--- src/rtl/uart_rx_periph_if.sv ---
// uart_rx_periph_if: MEM-stage data-bus signals for the UART receiver peripheral.
interface uart_rx_periph_if;
  logic rd;
  logic wr;
  logic [31:0] addr;
  logic [31:0] wdata;
  logic [31:0] rdata;
  modport master(output rd, wr, addr, wdata, input rdata);
  modport slave(input rd, wr, addr, wdata, output rdata);
endinterface

--- src/rtl/uart_rx_periph.sv ---
// uart_rx_periph: memory-mapped 16x-oversampling UART receiver with byte FIFO and IRQ.
// Define UART_RX_PARITY_EN to add an even-parity bit between data and stop.
module uart_rx_periph #(
  parameter logic [31:0] BASE_ADDR = 32'h4000_0020,
  parameter int BAUD_DIV = 651,
  parameter int FIFO_DEPTH = 4
) (
  input logic CLK,
  input logic Reset_n,
  uart_rx_periph_if.slave bus,
  input logic in,
  output logic irqout
);
  localparam int AW = $clog2(FIFO_DEPTH);
  typedef enum logic [2:0] {IDLE, START, DATA, PARITY, STOP, BREAK} state_t;
  state_t state, state_n;
  logic s1, s2, tick;
  logic [15:0] cnt;
  logic [3:0] tc, tc_n;
  logic [2:0] bi, bi_n;
  logic [7:0] sh, sh_n;
  logic pbad, pbad_n, push, ferr_set, perr_set;
  logic [7:0] mem [FIFO_DEPTH];
  logic [AW-1:0] wp, rp;
  logic [AW:0] count;
  logic ne, full, sel0, sel1, sel2, pop, wen, ovr_set, clr, irq_en, ovr, ferr, perr;
  logic unused_wdata;
  assign tick = cnt == 16'(BAUD_DIV - 1);
  assign ne = count != '0;
  assign full = count == (AW + 1)'(FIFO_DEPTH);
  assign sel0 = bus.addr == BASE_ADDR;
  assign sel1 = bus.addr == BASE_ADDR + 32'd4;
  assign sel2 = bus.addr == BASE_ADDR + 32'd8;
  assign pop = bus.rd & sel0 & ne;
  assign wen = push & (!full | pop);
  assign ovr_set = push & full & !pop;
  assign clr = bus.wr & sel1;
  assign unused_wdata = ^{bus.wdata[31:5], bus.wdata[1]};
  assign bus.rdata = !bus.rd ? '0 :
                     sel0 ? {24'b0, ne ? mem[rp] : 8'h00} :
                     sel1 ? {27'b0, perr, ferr, ovr, full, ne} :
                     sel2 ? {31'b0, irq_en} : '0;
  always_ff @(posedge CLK) begin
    if (!Reset_n) begin
      state <= IDLE;
      {s1, s2} <= 2'b11;
      cnt <= '0;
      tc <= '0;
      bi <= '0;
      sh <= '0;
      pbad <= 1'b0;
    end else begin
      state <= state_n;
      {s1, s2} <= {in, s1};
      cnt <= tick ? '0 : cnt + 16'd1;
      tc <= tc_n;
      bi <= bi_n;
      sh <= sh_n;
      pbad <= pbad_n;
    end
  end
  // Every state advances only on an oversample tick; tc counts ticks within a bit.
  always_comb begin
    state_n = state;
    tc_n = tc;
    bi_n = bi;
    sh_n = sh;
    pbad_n = pbad;
    push = 1'b0;
    ferr_set = 1'b0;
    perr_set = 1'b0;
    if (tick) begin
      tc_n = tc + 4'd1;
      case (state)
        IDLE: begin
          tc_n = '0;
          state_n = s2 ? IDLE : START;
        end
        START: if (tc == 4'd7) begin
          tc_n = '0;
          bi_n = '0;
          pbad_n = 1'b0;
          state_n = s2 ? IDLE : DATA;
        end
        DATA: if (tc == 4'd15) begin
          sh_n = {s2, sh[7:1]};
          bi_n = bi + 3'd1;
`ifdef UART_RX_PARITY_EN
          state_n = bi == 3'd7 ? PARITY : DATA;
`else
          state_n = bi == 3'd7 ? STOP : DATA;
`endif
        end
`ifdef UART_RX_PARITY_EN
        PARITY: if (tc == 4'd15) begin
          pbad_n = s2 != ^sh;
          perr_set = pbad_n;
          state_n = STOP;
        end
`endif
        STOP: if (tc == 4'd15) begin
          push = s2 & !pbad;
          ferr_set = !s2;
          state_n = s2 ? IDLE : BREAK;
        end
        BREAK: state_n = s2 ? IDLE : BREAK;
        default: state_n = IDLE;
      endcase
    end
  end
  always_ff @(posedge CLK) begin
    if (wen) mem[wp] <= sh;
  end
  // Flag set beats a same-cycle write-1-clear.
  always_ff @(posedge CLK) begin
    if (!Reset_n) begin
      wp <= '0;
      rp <= '0;
      count <= '0;
      irq_en <= 1'b0;
      ovr <= 1'b0;
      ferr <= 1'b0;
      perr <= 1'b0;
      irqout <= 1'b0;
    end else begin
      if (wen) wp <= wp + 1'b1;
      if (pop) rp <= rp + 1'b1;
      count <= count + (AW + 1)'(wen) - (AW + 1)'(pop);
      if (bus.wr & sel2) irq_en <= bus.wdata[0];
      ovr <= ovr_set | (ovr & ~(clr & bus.wdata[2]));
      ferr <= ferr_set | (ferr & ~(clr & bus.wdata[3]));
      perr <= perr_set | (perr & ~(clr & bus.wdata[4]));
      irqout <= irq_en & ne;
    end
  end
endmodule

--- src/flat_wrapper.sv ---
// flat-port wrapper written by rule: the top's interface ports become plain ports
module uart_rx_periph_flat 
#(
  parameter logic [31:0] BASE_ADDR = 32'h4000_0020,
  parameter int BAUD_DIV = 651,
  parameter int FIFO_DEPTH = 4
)
  (CLK, Reset_n, in, irqout, bus_rd, bus_wr, bus_addr, bus_wdata, bus_rdata);
  uart_rx_periph_if bus_i ();
  input logic CLK;
  input logic Reset_n;
  input logic in;
  output logic irqout;
  input wire logic [$bits(bus_i.rd)-1:0] bus_rd;
  input wire logic [$bits(bus_i.wr)-1:0] bus_wr;
  input wire logic [$bits(bus_i.addr)-1:0] bus_addr;
  input wire logic [$bits(bus_i.wdata)-1:0] bus_wdata;
  output wire logic [$bits(bus_i.rdata)-1:0] bus_rdata;
  assign bus_i.rd = bus_rd;
  assign bus_i.wr = bus_wr;
  assign bus_i.addr = bus_addr;
  assign bus_i.wdata = bus_wdata;
  assign bus_rdata = bus_i.rdata;
  uart_rx_periph #(.BASE_ADDR(BASE_ADDR), .BAUD_DIV(BAUD_DIV), .FIFO_DEPTH(FIFO_DEPTH)) u_core (.CLK(CLK), .Reset_n(Reset_n), .bus(bus_i), .in(in), .irqout(irqout));
endmodule
--- config.mk ---
export PLATFORM = sky130hd
export DESIGN_NAME = uart_rx_periph_flat
export DESIGN_NICKNAME = d
export VERILOG_FILES = /design/src/rtl/uart_rx_periph_if.sv /design/src/rtl/uart_rx_periph.sv /design/src/flat_wrapper.sv
export SDC_FILE = /design/constraint.sdc
export NUM_CORES = 1
export LEC_CHECK = 0
export ABC_CLOCK_PERIOD_IN_PS = 4700
export CORE_UTILIZATION = 52
export DETAILED_ROUTE_END_ITERATION = 12
export PLACE_DENSITY = 0.85
export SYNTH_ARGS = -nofsm -noshare
export SYNTH_HDL_FRONTEND = slang
export SYNTH_SLANG_ARGS = --single-unit
--- constraint.sdc ---
create_clock -name CLK -period 4.7 [get_ports CLK]
set_input_delay 0.47 -clock CLK [delete_from_list [all_inputs] [get_ports CLK]]
set_output_delay 0.47 -clock CLK [all_outputs]
set_load 0.1 [all_outputs]
==> results of run 1 <==
-- power by group through the flow --
stage	logic, mW	clock network, mW	registers, mW
after detailed placement	0.135	0	0.754
after CTS	0.136	0.563	0.738
after floorplan	0.112	0	0.754
after global routing	0.142	0.588	0.739
after global placement	0.134	0	0.754
final	0.135	0.547	0.738
-- sequential cells by signal (all words and copies together) (netlist names), 2 cells and up, named ones only --
| register | cells |
|---|---|
| u_core.bi | 3 |
| u_core.cnt | 16 |
| u_core.count | 3 |
| u_core.mem | 32 |
| u_core.rp | 2 |
| u_core.sh | 8 |
| u_core.state | 3 |
| u_core.tc | 4 |
| u_core.wp | 2 |
-- Yosys cell counts, drive strengths merged, types with 5 or more instances --
cell | count | share of area (%)
inv | 15 | 1.5
xnor2 | 6 | 1.4
nor3 | 5 | 0.65
nand4 | 5 | 0.97
a21oi | 15 | 1.9
and4 | 5 | 1.1
mux2i | 11 | 2.8
nor2 | 43 | 4.2
nand2 | 18 | 1.7
nor4 | 6 | 1.4
buf | 28 | 5.4
o21ai | 17 | 2.2
clkbuf | 8 | 0.78
or3 | 6 | 0.97
xor2 | 8 | 1.8
edfxtp | 32 | 25
nand3 | 14 | 1.8
mux4 | 8 | 4.7
dfxtp | 50 | 26
ha | 11 | 3.6
and2 | 5 | 0.81
and3 | 7 | 1.1
-- worst paths after layout --
kind,cells after the start,to,from
setup / recovery,8,bus_rdata[1],bus_addr[25]
setup reg to reg,12,u_core.count[2],u_core.cnt[0]
hold / removal,1,u_core.s2,u_core.s1
hold reg to reg,1,u_core.s2,u_core.s1
-- worst max-delay path, cell delays in order --
cell	delay, ns
sky130_fd_sc_hd__clkdlybuf4s50_1	0.44
sky130_fd_sc_hd__nor4b_1	0.29
sky130_fd_sc_hd__and4_1	0.31
sky130_fd_sc_hd__nand4_1	0.21
sky130_fd_sc_hd__clkinv_1	0.24
sky130_fd_sc_hd__nand2_1	0.10
sky130_fd_sc_hd__o21ai_0	0.10
sky130_fd_sc_hd__buf_4	0.33
-- layer usage --
layer	vias up	wire length, um	global-route usage [%]
met5	-	0	0
met4	0	124	9.82
met3	11	481	5.32
met2	84	3980	38.3
met1	1309	2940	21.3
li1	1336	-	-
-- stage by stage --
step / utilization [%] / cell area [sq um]
after floorplan: - / 3950
after global placement: 59.8 / 4310
after detailed placement: 59.8 / 4310
after CTS: 62.8 / 4530
after global routing: 62.8 / 4530
final: 62.8 / 4530
-- final cells by class --
| cell class | instances | area share (%) |
|---|---|---|
| clock buffers | 9 | 2.73 |
| multi-input cells | 251 | 37.2 |
| inverters | 17 | 1.41 |
| clock inverters | 7 | 2.07 |
| flip-flops and latches | 82 | 43.3 |
| well taps | 99 | 2.73 |
| repair buffers | 50 | 10.5 |
-- kinds of logic (layout without fill, tap and decap cells) --
logic type / Yosys count / after routing / synth area share [%]
XOR/XNOR: 14 / 14 / 3.17
multiplexers: 20 / 20 / 7.80
AO/OA/AOI/OAI: 45 / 45 / 6.83
AND/OR/NAND/NOR: 136 / 136 / 19.4
flip-flops: 82 / 82 / 50.8
other: 1 / 24 / 0.0970
adder cells (fa/ha/maj): 12 / 12 / 4.08
buffers and inverters: 53 / 83 / 7.83
==> metrics.cfg, run 1 <==
[run_status]
status = completed

[placed_design]
place_hpwl_um = 5500
placedCellCount = 499
numPortBuffers = 49
dp_slack_ns = 1.38
gp_congestion = 0.884

[setup_path]
worst-r2r-setup-slack_ns = 2.01
timing.critical_path.required_ns = 4.23
worstSetupEndpointType = output port
path_max_fanout = 9
timing.critical_path.arrival_ns = 2.48
critPathKind = in -> out
setup.worst_path.start_class = primary input

[logic_synthesis]
number_of_synthesized_flops_with_an_enable_pin = 32
synth_async_sr_flop_share_pct = 0
synth.cell_area_sq_mm = 0.00386
postSynth.topFlopCell = sky130_fd_sc_hd__dfxtp_1
synthCells = 363
ys_seq_area_share_pct = 50.8
postSynthRegisterBits = 82
synth-warning-count = 0
synth.distinct_cells = 51
avgSynthCellArea_sq_um = 10.6

[pwr]
power_switching_share_pct = 24.9
power_per_cell_area_mw_per_mm2 = 313
net_switching_mw = 0.354
total_power_mw = 1.42
cellInternalPower_mw = 1.07
part_of_the_power_in_the_clock_network_pct = 38.5
comb_power_share_pct = 9.5
sequentialPowerShare_pct = 51.9
cellLeakagePower_nw = 1.63
vdd_ir_drop_max_mv = 0.193

[clock_tree]
cts_resizes = 0
clock_root_cell = sky130_fd_sc_hd__clkbuf_8
htree_num_levels = 3
cts.sink_count = 82
worst_skew_pair.late_latency_ns = 0.35
cts.reportedPaths.clkPinSlew_ns = 0.08
cts_tree = yes
cts_made_buffers = 9
clockBufferDepth = 2
postCtsSetupRepairBufs = 0
hold_buffers = 0

[layout]
mostFrequentLayoutCell = sky130_fd_sc_hd__dfxtp_1
seqCellArea_sq_mm = 0.00196
num-nets-final = 492
insertedDiodeCount = 0
syn2layout_area_growth_pct = 17.3
stdcell_count = 515
post_route_cells_drive_above_1_share_pct = 10.1
filler_cell_count = 595
commonest_non_fill_non_tap_cells_in_the_layout = 50 x sky130_fd_sc_hd__dfxtp_1, 43 x sky130_fd_sc_hd__nor2_1, 41 x sky130_fd_sc_hd__clkdlybuf4s50_1
multi_input_comb_area_sq_mm = 0.00169

[detailed_routing]
initialDrtViolationCount = 75
initial_drt_pass_iterations = 4
vias = 2740
drc_violation_count_after_routing = 0
wl_um = 7530
drt-wirelength-per-cell_um = 14.6
avgViaCountPerCell = 5.32
ant_nets = 0

[timing]
max_slew_margin_pct = 35.8
final.min_clock_period_ns = 2.95
worst_slew_pin_slew_ns = 0.960
rsz0062_at_grt = no
slew_violations = 0
layout_worst_path_cycle_share_pct = 62.8
report.final.setup_viol = 0
hold-worst-slack_ns = 0.404
skew_ns = 0.00890
fmaxAchievable_ghz = 0.339
tns_ns = 0
hold_viol_final = 0
worst_slack_ns = 1.75

[die]
die_height_um = 88.2
total_die_area_sq_mm = 0.00778
boundaryPins = 102
floorplan.rows = 31
initial_standard_cell_utilization_of_the_core_pct = 53.6
floorplan.die.width_um = 88.2
core_area_sq_mm = 0.00721

[global_routing]
grt_max_degree = 26
grt_usage_pct = 20.5
grt_antenna_before_repair = 0
global_route_wire_length_before_repair_um = 11900
gr-total-overflow = 0
grt_pass1_vias = 2701

[flow_run]
max_cap_violations = 0

[worst_hold_path]
timing.hold.worst.class = reg -> reg

Power figures use the tool's default switching activity.
==> run 2: changes to the inputs <==
- ABC_CLOCK_PERIOD_IN_PS: 4700 -> 2870
- CORE_UTILIZATION: 52 -> 49
- PLACE_DENSITY: 0.85 -> 0.81
- clock period: 4.7 -> 2.87 ns (I/O delays scaled with it)
==> run 2 against run 1 <==
Critical path depth unchanged. Sequential power up 64%. Global-route usage down 1.1 points. Design area up 2.7%. Critical endpoint is now bus_rdata[3]. Largest power group unchanged.
==> metrics.cfg, run 2 (synthesized netlist as in run 1, its figures left out) <==
[clock_tree]
hold_buffers = 0  ; unchanged
cts.sink_count = 82  ; unchanged
cts.reportedPaths.clkPinSlew_ns = 0.08  ; about the same
clock_root_cell = sky130_fd_sc_hd__clkbuf_8
cts_resizes = 0  ; unchanged
clockBufferDepth = 2  ; unchanged
worst_skew_pair.late_latency_ns = 0.35  ; about the same
cts_made_buffers = 9  ; unchanged
postCtsSetupRepairBufs = 0  ; unchanged
cts_tree = yes
htree_num_levels = 3  ; unchanged

[timing]
skew_ns = 0.00969  ; +0.000790 ns
worst_slew_pin_slew_ns = 0.558  ; -0.403 ns
layout_worst_path_cycle_share_pct = 93.5
rsz0062_at_grt = no
hold_viol_final = 0  ; unchanged
final.min_clock_period_ns = 2.68
max_slew_margin_pct = 62.8  ; +27 points
tns_ns = 0  ; unchanged
fmaxAchievable_ghz = 0.373
report.final.setup_viol = 0  ; unchanged
slew_violations = 0  ; unchanged

[placed_design]
place_hpwl_um = 5520  ; +0.52%
gp_congestion = 0.808  ; -8.6%
dpl-instance-area_sq_mm = 0.00447  ; +3.6%
numPortBuffers = 49  ; unchanged

[setup_path]
setup.worst_path.start_class = primary input
path_max_fanout = 4  ; -5
timing.critical_path.required_ns = 2.58  ; -1.65 ns
critPathKind = in -> out
timing.critical_path.arrival_ns = 2.40  ; -0.08 ns
worstSetupEndpointType = output port

[layout]
insertedDiodeCount = 0  ; unchanged
largest_register_ff_count = 32  ; unchanged
largestRegisters = u_core.mem: 32 flops, u_core.cnt: 16 flops, u_core.sh: 8 flops
commonest_non_fill_non_tap_cells_in_the_layout = 50 x sky130_fd_sc_hd__dfxtp_1, 43 x sky130_fd_sc_hd__nor2_1, 40 x sky130_fd_sc_hd__clkdlybuf4s50_1
mostFrequentLayoutCell = sky130_fd_sc_hd__dfxtp_1
filler_cell_count = 618  ; +3.9%
num-nets-final = 499  ; +1.4%
post_route_cells_drive_above_1_share_pct = 11.8  ; +1.7 points
post-route-cell-area_sq_mm = 0.00465  ; +2.7%
syn2layout_area_growth_pct = 20.4
top_register = u_core.mem

[detailed_routing]
ant_nets = 0  ; unchanged
initial_drt_pass_iterations = 5  ; +1
avgViaCountPerCell = 5.32  ; about the same
drt-wirelength-per-cell_um = 14.7  ; +0.39%
initialDrtViolationCount = 127  ; +69%
vias = 2795  ; +2.0%
wl_um = 7700  ; +2.3%
drc_violation_count_after_routing = 0  ; unchanged

[pwr]
power_switching_share_pct = 27.2  ; +2.3 points
net_switching_mw = 0.599  ; +69%
cellLeakagePower_nw = 1.67  ; +2.8%
comb_power_share_pct = 10.1  ; +0.6 points
sequentialPowerShare_pct = 54.8  ; +2.9 points
total_power_mw = 2.20  ; +55%
power_per_cell_area_mw_per_mm2 = 474  ; +51%
vdd_ir_drop_max_mv = 0.279  ; +45%
part_of_the_power_in_the_clock_network_pct = 35.1  ; -3.4 points
cellInternalPower_mw = 1.61  ; +50%

[die]
total_die_area_sq_mm = 0.00825  ; +6.0%
die_height_um = 90.8  ; +2.9%
initial_standard_cell_utilization_of_the_core_pct = 50.3  ; -3.3 points
floorplan.rows = 32  ; +3.2%
core_area_sq_mm = 0.00769  ; +6.6%
boundaryPins = 102  ; unchanged
floorplan.die.width_um = 90.8  ; +2.9%

[global_routing]
grt_pass1_vias = 2696  ; -0.19%
grt_usage_pct = 19.4  ; -1.1 points
gr-total-overflow = 0  ; unchanged
grt_antenna_before_repair = 0  ; unchanged
global_route_wire_length_before_repair_um = 12500  ; +4.6%
grt_max_degree = 26  ; unchanged

[flow_run]
max_cap_violations = 0  ; unchanged

[run_status]
status = completed

[worst_hold_path]
timing.hold.worst.class = reg -> reg

==> run 2: changes by cell type in the layout (fill, tap and decap cells not counted), sizes merged <==
| cell | before | now |
|---|---|---|
| bufinv | 2 | 0 |
| clkinvlp | 2 | 1 |
| clkbuf | 9 | 10 |
| buf | 9 | 17 |
| clkdlybuf4s50 | 41 | 40 |
| inv | 15 | 17 |
==> run 2: worst max-delay path: stages <==
cell and delay [ns]:
sky130_fd_sc_hd__clkdlybuf4s50_1 0.42, sky130_fd_sc_hd__nor4b_1 0.32, sky130_fd_sc_hd__and4_1 0.29, sky130_fd_sc_hd__buf_4 0.14, sky130_fd_sc_hd__and2_1 0.17, sky130_fd_sc_hd__nand3_1 0.17
sky130_fd_sc_hd__o21ai_0 0.37, sky130_fd_sc_hd__buf_12 0.23
==> run 2: per-stage QoR <==
step	hold WS (ns)	setup slack, ns	utilization (%)	std cells
finish	0.412	0.188	60.5	525
global route	0.421	0.0614	60.5	525
CTS	0.416	0.139	60.5	525
detailed placement	0.398	-0.0689	58.1	509
global placement	0.390	0.0751	58.1	509
floorplan	0.380	-0.626	-	386
==> run 2: layout make-up <==
type	count	area, sq um	share of cell area [%]
sequential	82	1960	42.2
timing repair buffer	57	628	13.5
tap	102	128	2.74
inverter	17	63.8	1.37
clock inverter	6	47.5	1.02
multi-input combinational	251	1690	36.2
clock buffer	10	138	2.96
==> run 2: per-layer routing <==
metal / GRT usage [%] / routed length (um)
met2: 34.7 / 3960
met1: 21.4 / 3070
met3: 5.89 / 501
met4: 7.80 / 170
met5: 0 / 0
==> run 2: final timing paths <==
path / startpoint / end / slack [ns] / cells past startpoint
hold / removal: u_core.s1 / u_core.s2 / 0.41 / 1
setup / recovery: bus_addr[4] / bus_rdata[3] / 0.19 / 8
hold reg to reg: u_core.s1 / u_core.s2 / 0.41 / 1
setup reg to reg: u_core.tc[0] / u_core.count[2] / 0.37 / 11
==> run 2: power groups by stage <==
stage                     combinational [mW]  clock (mW)  sequential [mW]
after detailed placement               0.222           0             1.24
after global placement                 0.219           0             1.24
after CTS                              0.222       0.793             1.21
final                                  0.222       0.774             1.21
after global routing                   0.231       0.837             1.21
after floorplan                        0.183           0             1.23
==> run 3: changes to the inputs <==
--- a/config.mk
+++ b/config.mk
@@ -13,2 +13,3 @@
 export SYNTH_HDL_FRONTEND = slang
 export SYNTH_SLANG_ARGS = --single-unit
+export TNS_END_PERCENT = 10
==> constraint.sdc (replaced) <==
create_clock -name CLK -period 2.87 [get_ports CLK]
set_input_delay 0.287 -clock CLK [delete_from_list [all_inputs] [get_ports CLK]]
set_output_delay 0.287 -clock CLK [all_outputs]
set_load 0.02 [all_outputs]
==> run 3 against run 2 <==
Fmax is 0.78% lower. Clock power is 3.6% higher. Sequential cell count stayed put. Sequential power hardly changed. Worst setup slack got worse by 0.021 ns. Die area did not move. Routed wire length is 4.1% lower. Clock skew up 0.0024 ns. Design area down 0.89%. Count of clock-buffer cells in the layout shrank 1. Non-clock buffer count up 2.
==> metrics.cfg, run 3 (synthesized netlist as in run 1, its figures left out) <==
[run_status]
status = completed

[detailed_routing]
initialDrtViolationCount = 66  ; -48%
initial_drt_pass_iterations = 5  ; unchanged
ant_nets = 0  ; unchanged
wl_um = 7380  ; -4.1%
avgViaCountPerCell = 5.19  ; -2.5%
drc_violation_count_after_routing = 0  ; unchanged
vias = 2736  ; -2.1%
drt-wirelength-per-cell_um = 14.0  ; -4.5%

[timing]
rsz0062_at_grt = no
hold_viol_final = 0  ; unchanged
worst_slack_ns = 0.167  ; -0.0210 ns
tns_ns = 0  ; unchanged
max_slew_margin_pct = 63.6  ; +0.86 points
report.final.setup_viol = 0  ; unchanged
hold-worst-slack_ns = 0.421  ; +0.00833 ns
skew_ns = 0.0121  ; +0.00242 ns
slew_violations = 0  ; unchanged
layout_worst_path_cycle_share_pct = 94.2  ; +0.73 points
final.min_clock_period_ns = 2.70  ; +0.0210 ns
worst_slew_pin_slew_ns = 0.544  ; -0.0134 ns
fmaxAchievable_ghz = 0.370  ; -0.78%

[global_routing]
grt_usage_pct = 18.4  ; -1.0 points
grt_pass1_vias = 2613  ; -3.1%
grt_max_degree = 27  ; +3.8%
gr-total-overflow = 0  ; unchanged
global_route_wire_length_before_repair_um = 11900  ; -4.8%
grt_antenna_before_repair = 0  ; unchanged

[clock_tree]
clockBufferDepth = 2  ; unchanged
htree_num_levels = 3  ; unchanged
postCtsSetupRepairBufs = 0  ; unchanged
worst_skew_pair.late_latency_ns = 0.35  ; about the same
cts_tree = yes
clock_root_cell = sky130_fd_sc_hd__clkbuf_8
cts.reportedPaths.clkPinSlew_ns = 0.09  ; about the same
cts.sink_count = 82  ; unchanged
cts_made_buffers = 9  ; unchanged

[die]
floorplan.rows = 32  ; unchanged
die_height_um = 90.8  ; unchanged
core_area_sq_mm = 0.00769  ; unchanged
initial_standard_cell_utilization_of_the_core_pct = 50.3  ; unchanged
total_die_area_sq_mm = 0.00825  ; unchanged
floorplan.die.width_um = 90.8  ; unchanged
boundaryPins = 102  ; unchanged

[layout]
largest_register_ff_count = 32  ; unchanged
insertedDiodeCount = 0  ; unchanged
filler_cell_count = 628  ; +1.6%
num-nets-final = 501  ; +0.40%
stdcell_count = 527  ; +0.38%
mostFrequentLayoutCell = sky130_fd_sc_hd__dfxtp_1
layout.core_utilization_pct = 60.0  ; -0.54 points
top_register = u_core.mem
post-route-cell-area_sq_mm = 0.00461  ; -0.89%
largestRegisters = u_core.mem: 32 flops, u_core.cnt: 16 flops, u_core.sh: 8 flops
syn2layout_area_growth_pct = 19.3
post_route_cells_drive_above_1_share_pct = 10.1  ; -1.7 points
commonest_non_fill_non_tap_cells_in_the_layout = 50 x sky130_fd_sc_hd__dfxtp_1, 44 x sky130_fd_sc_hd__clkdlybuf4s50_1, 43 x sky130_fd_sc_hd__nor2_1

[placed_design]
dp_slack_ns = -0.0115  ; +0.0574 ns
gp_congestion = 0.792  ; -2.0%
numPortBuffers = 49  ; unchanged
placedCellCount = 511  ; +0.39%
dpl-instance-area_sq_mm = 0.00441  ; -1.4%
place_hpwl_um = 5330  ; -3.4%

[setup_path]
path_max_fanout = 8  ; +4
critPathKind = in -> out
setup.worst_path.start_class = primary input
timing.critical_path.arrival_ns = 2.42  ; +0.02 ns
timing.critical_path.required_ns = 2.58  ; about the same
worstSetupEndpointType = output port

[pwr]
power_per_cell_area_mw_per_mm2 = 461  ; -2.7%
total_power_mw = 2.13  ; -3.6%
cellLeakagePower_nw = 1.74  ; +4.0%
vdd_ir_drop_max_mv = 0.235  ; -16%

[flow_run]
max_cap_violations = 0  ; unchanged

[worst_hold_path]
timing.hold.worst.class = reg -> reg

==> run 3: area by class of cell <==
| type | instances | area, sq um | area share (%) |
|---|---|---|---|
| clock buffers | 9 | 124 | 2.69 |
| clock inverters | 7 | 70.1 | 1.52 |
| flip-flops and latches | 82 | 1960 | 42.5 |
| inverters | 17 | 63.8 | 1.38 |
| repair buffers | 59 | 578 | 12.5 |
| multi-input cells | 251 | 1690 | 36.6 |
| well taps | 102 | 128 | 2.77 |
==> run 3: critical path, cell delays in order <==
cell and delay, ns:
sky130_fd_sc_hd__clkdlybuf4s50_1 0.41, sky130_fd_sc_hd__nor4_1 0.28, sky130_fd_sc_hd__and4_1 0.28, sky130_fd_sc_hd__nand4_1 0.17, sky130_fd_sc_hd__clkinv_1 0.11, sky130_fd_sc_hd__buf_4 0.16
sky130_fd_sc_hd__and2_1 0.13, sky130_fd_sc_hd__clkdlybuf4s50_1 0.59
==> run 3: metal layers <==
metal / GRT usage, % / part of all wire [%] / vias to the layer above
li1: - / - / 1356
met1: 21.1 / 41 / 1291
met2: 33.0 / 52 / 76
met3: 4.46 / 5.3 / 13
met4: 6.75 / 1.5 / 0
met5: 0 / 0 / -
==> run 3: final timing paths <==
check                                startpoint               to  slack (ns)  cells after the start
worst min register to register        u_core.s1        u_core.s2        0.42                      1
worst min-delay path                  u_core.s1        u_core.s2        0.42                      1
worst max register to register  u_core.count[1]  u_core.count[2]        0.40                     12
worst max-delay path                bus_addr[9]     bus_rdata[6]        0.17                      8
==> run 3: repair_timing <==
| item | in CTS | in global routing |
|---|---|---|
| setup endpoints to repair | 0 | 5 |
| gates resized for setup | 0 | 5 |
| hold buffers | 0 | 0 |
==> run 3: power breakdown <==
| group | internal, mW | leakage (nW) | switching [mW] |
|---|---|---|---|
| sequential | 1.20 | 0.700 | 0.00509 |
| clock | 0.340 | 0.0959 | 0.462 |
| combinational | 0.0579 | 0.944 | 0.0574 |
| total | 1.60 | 1.74 | 0.524 |
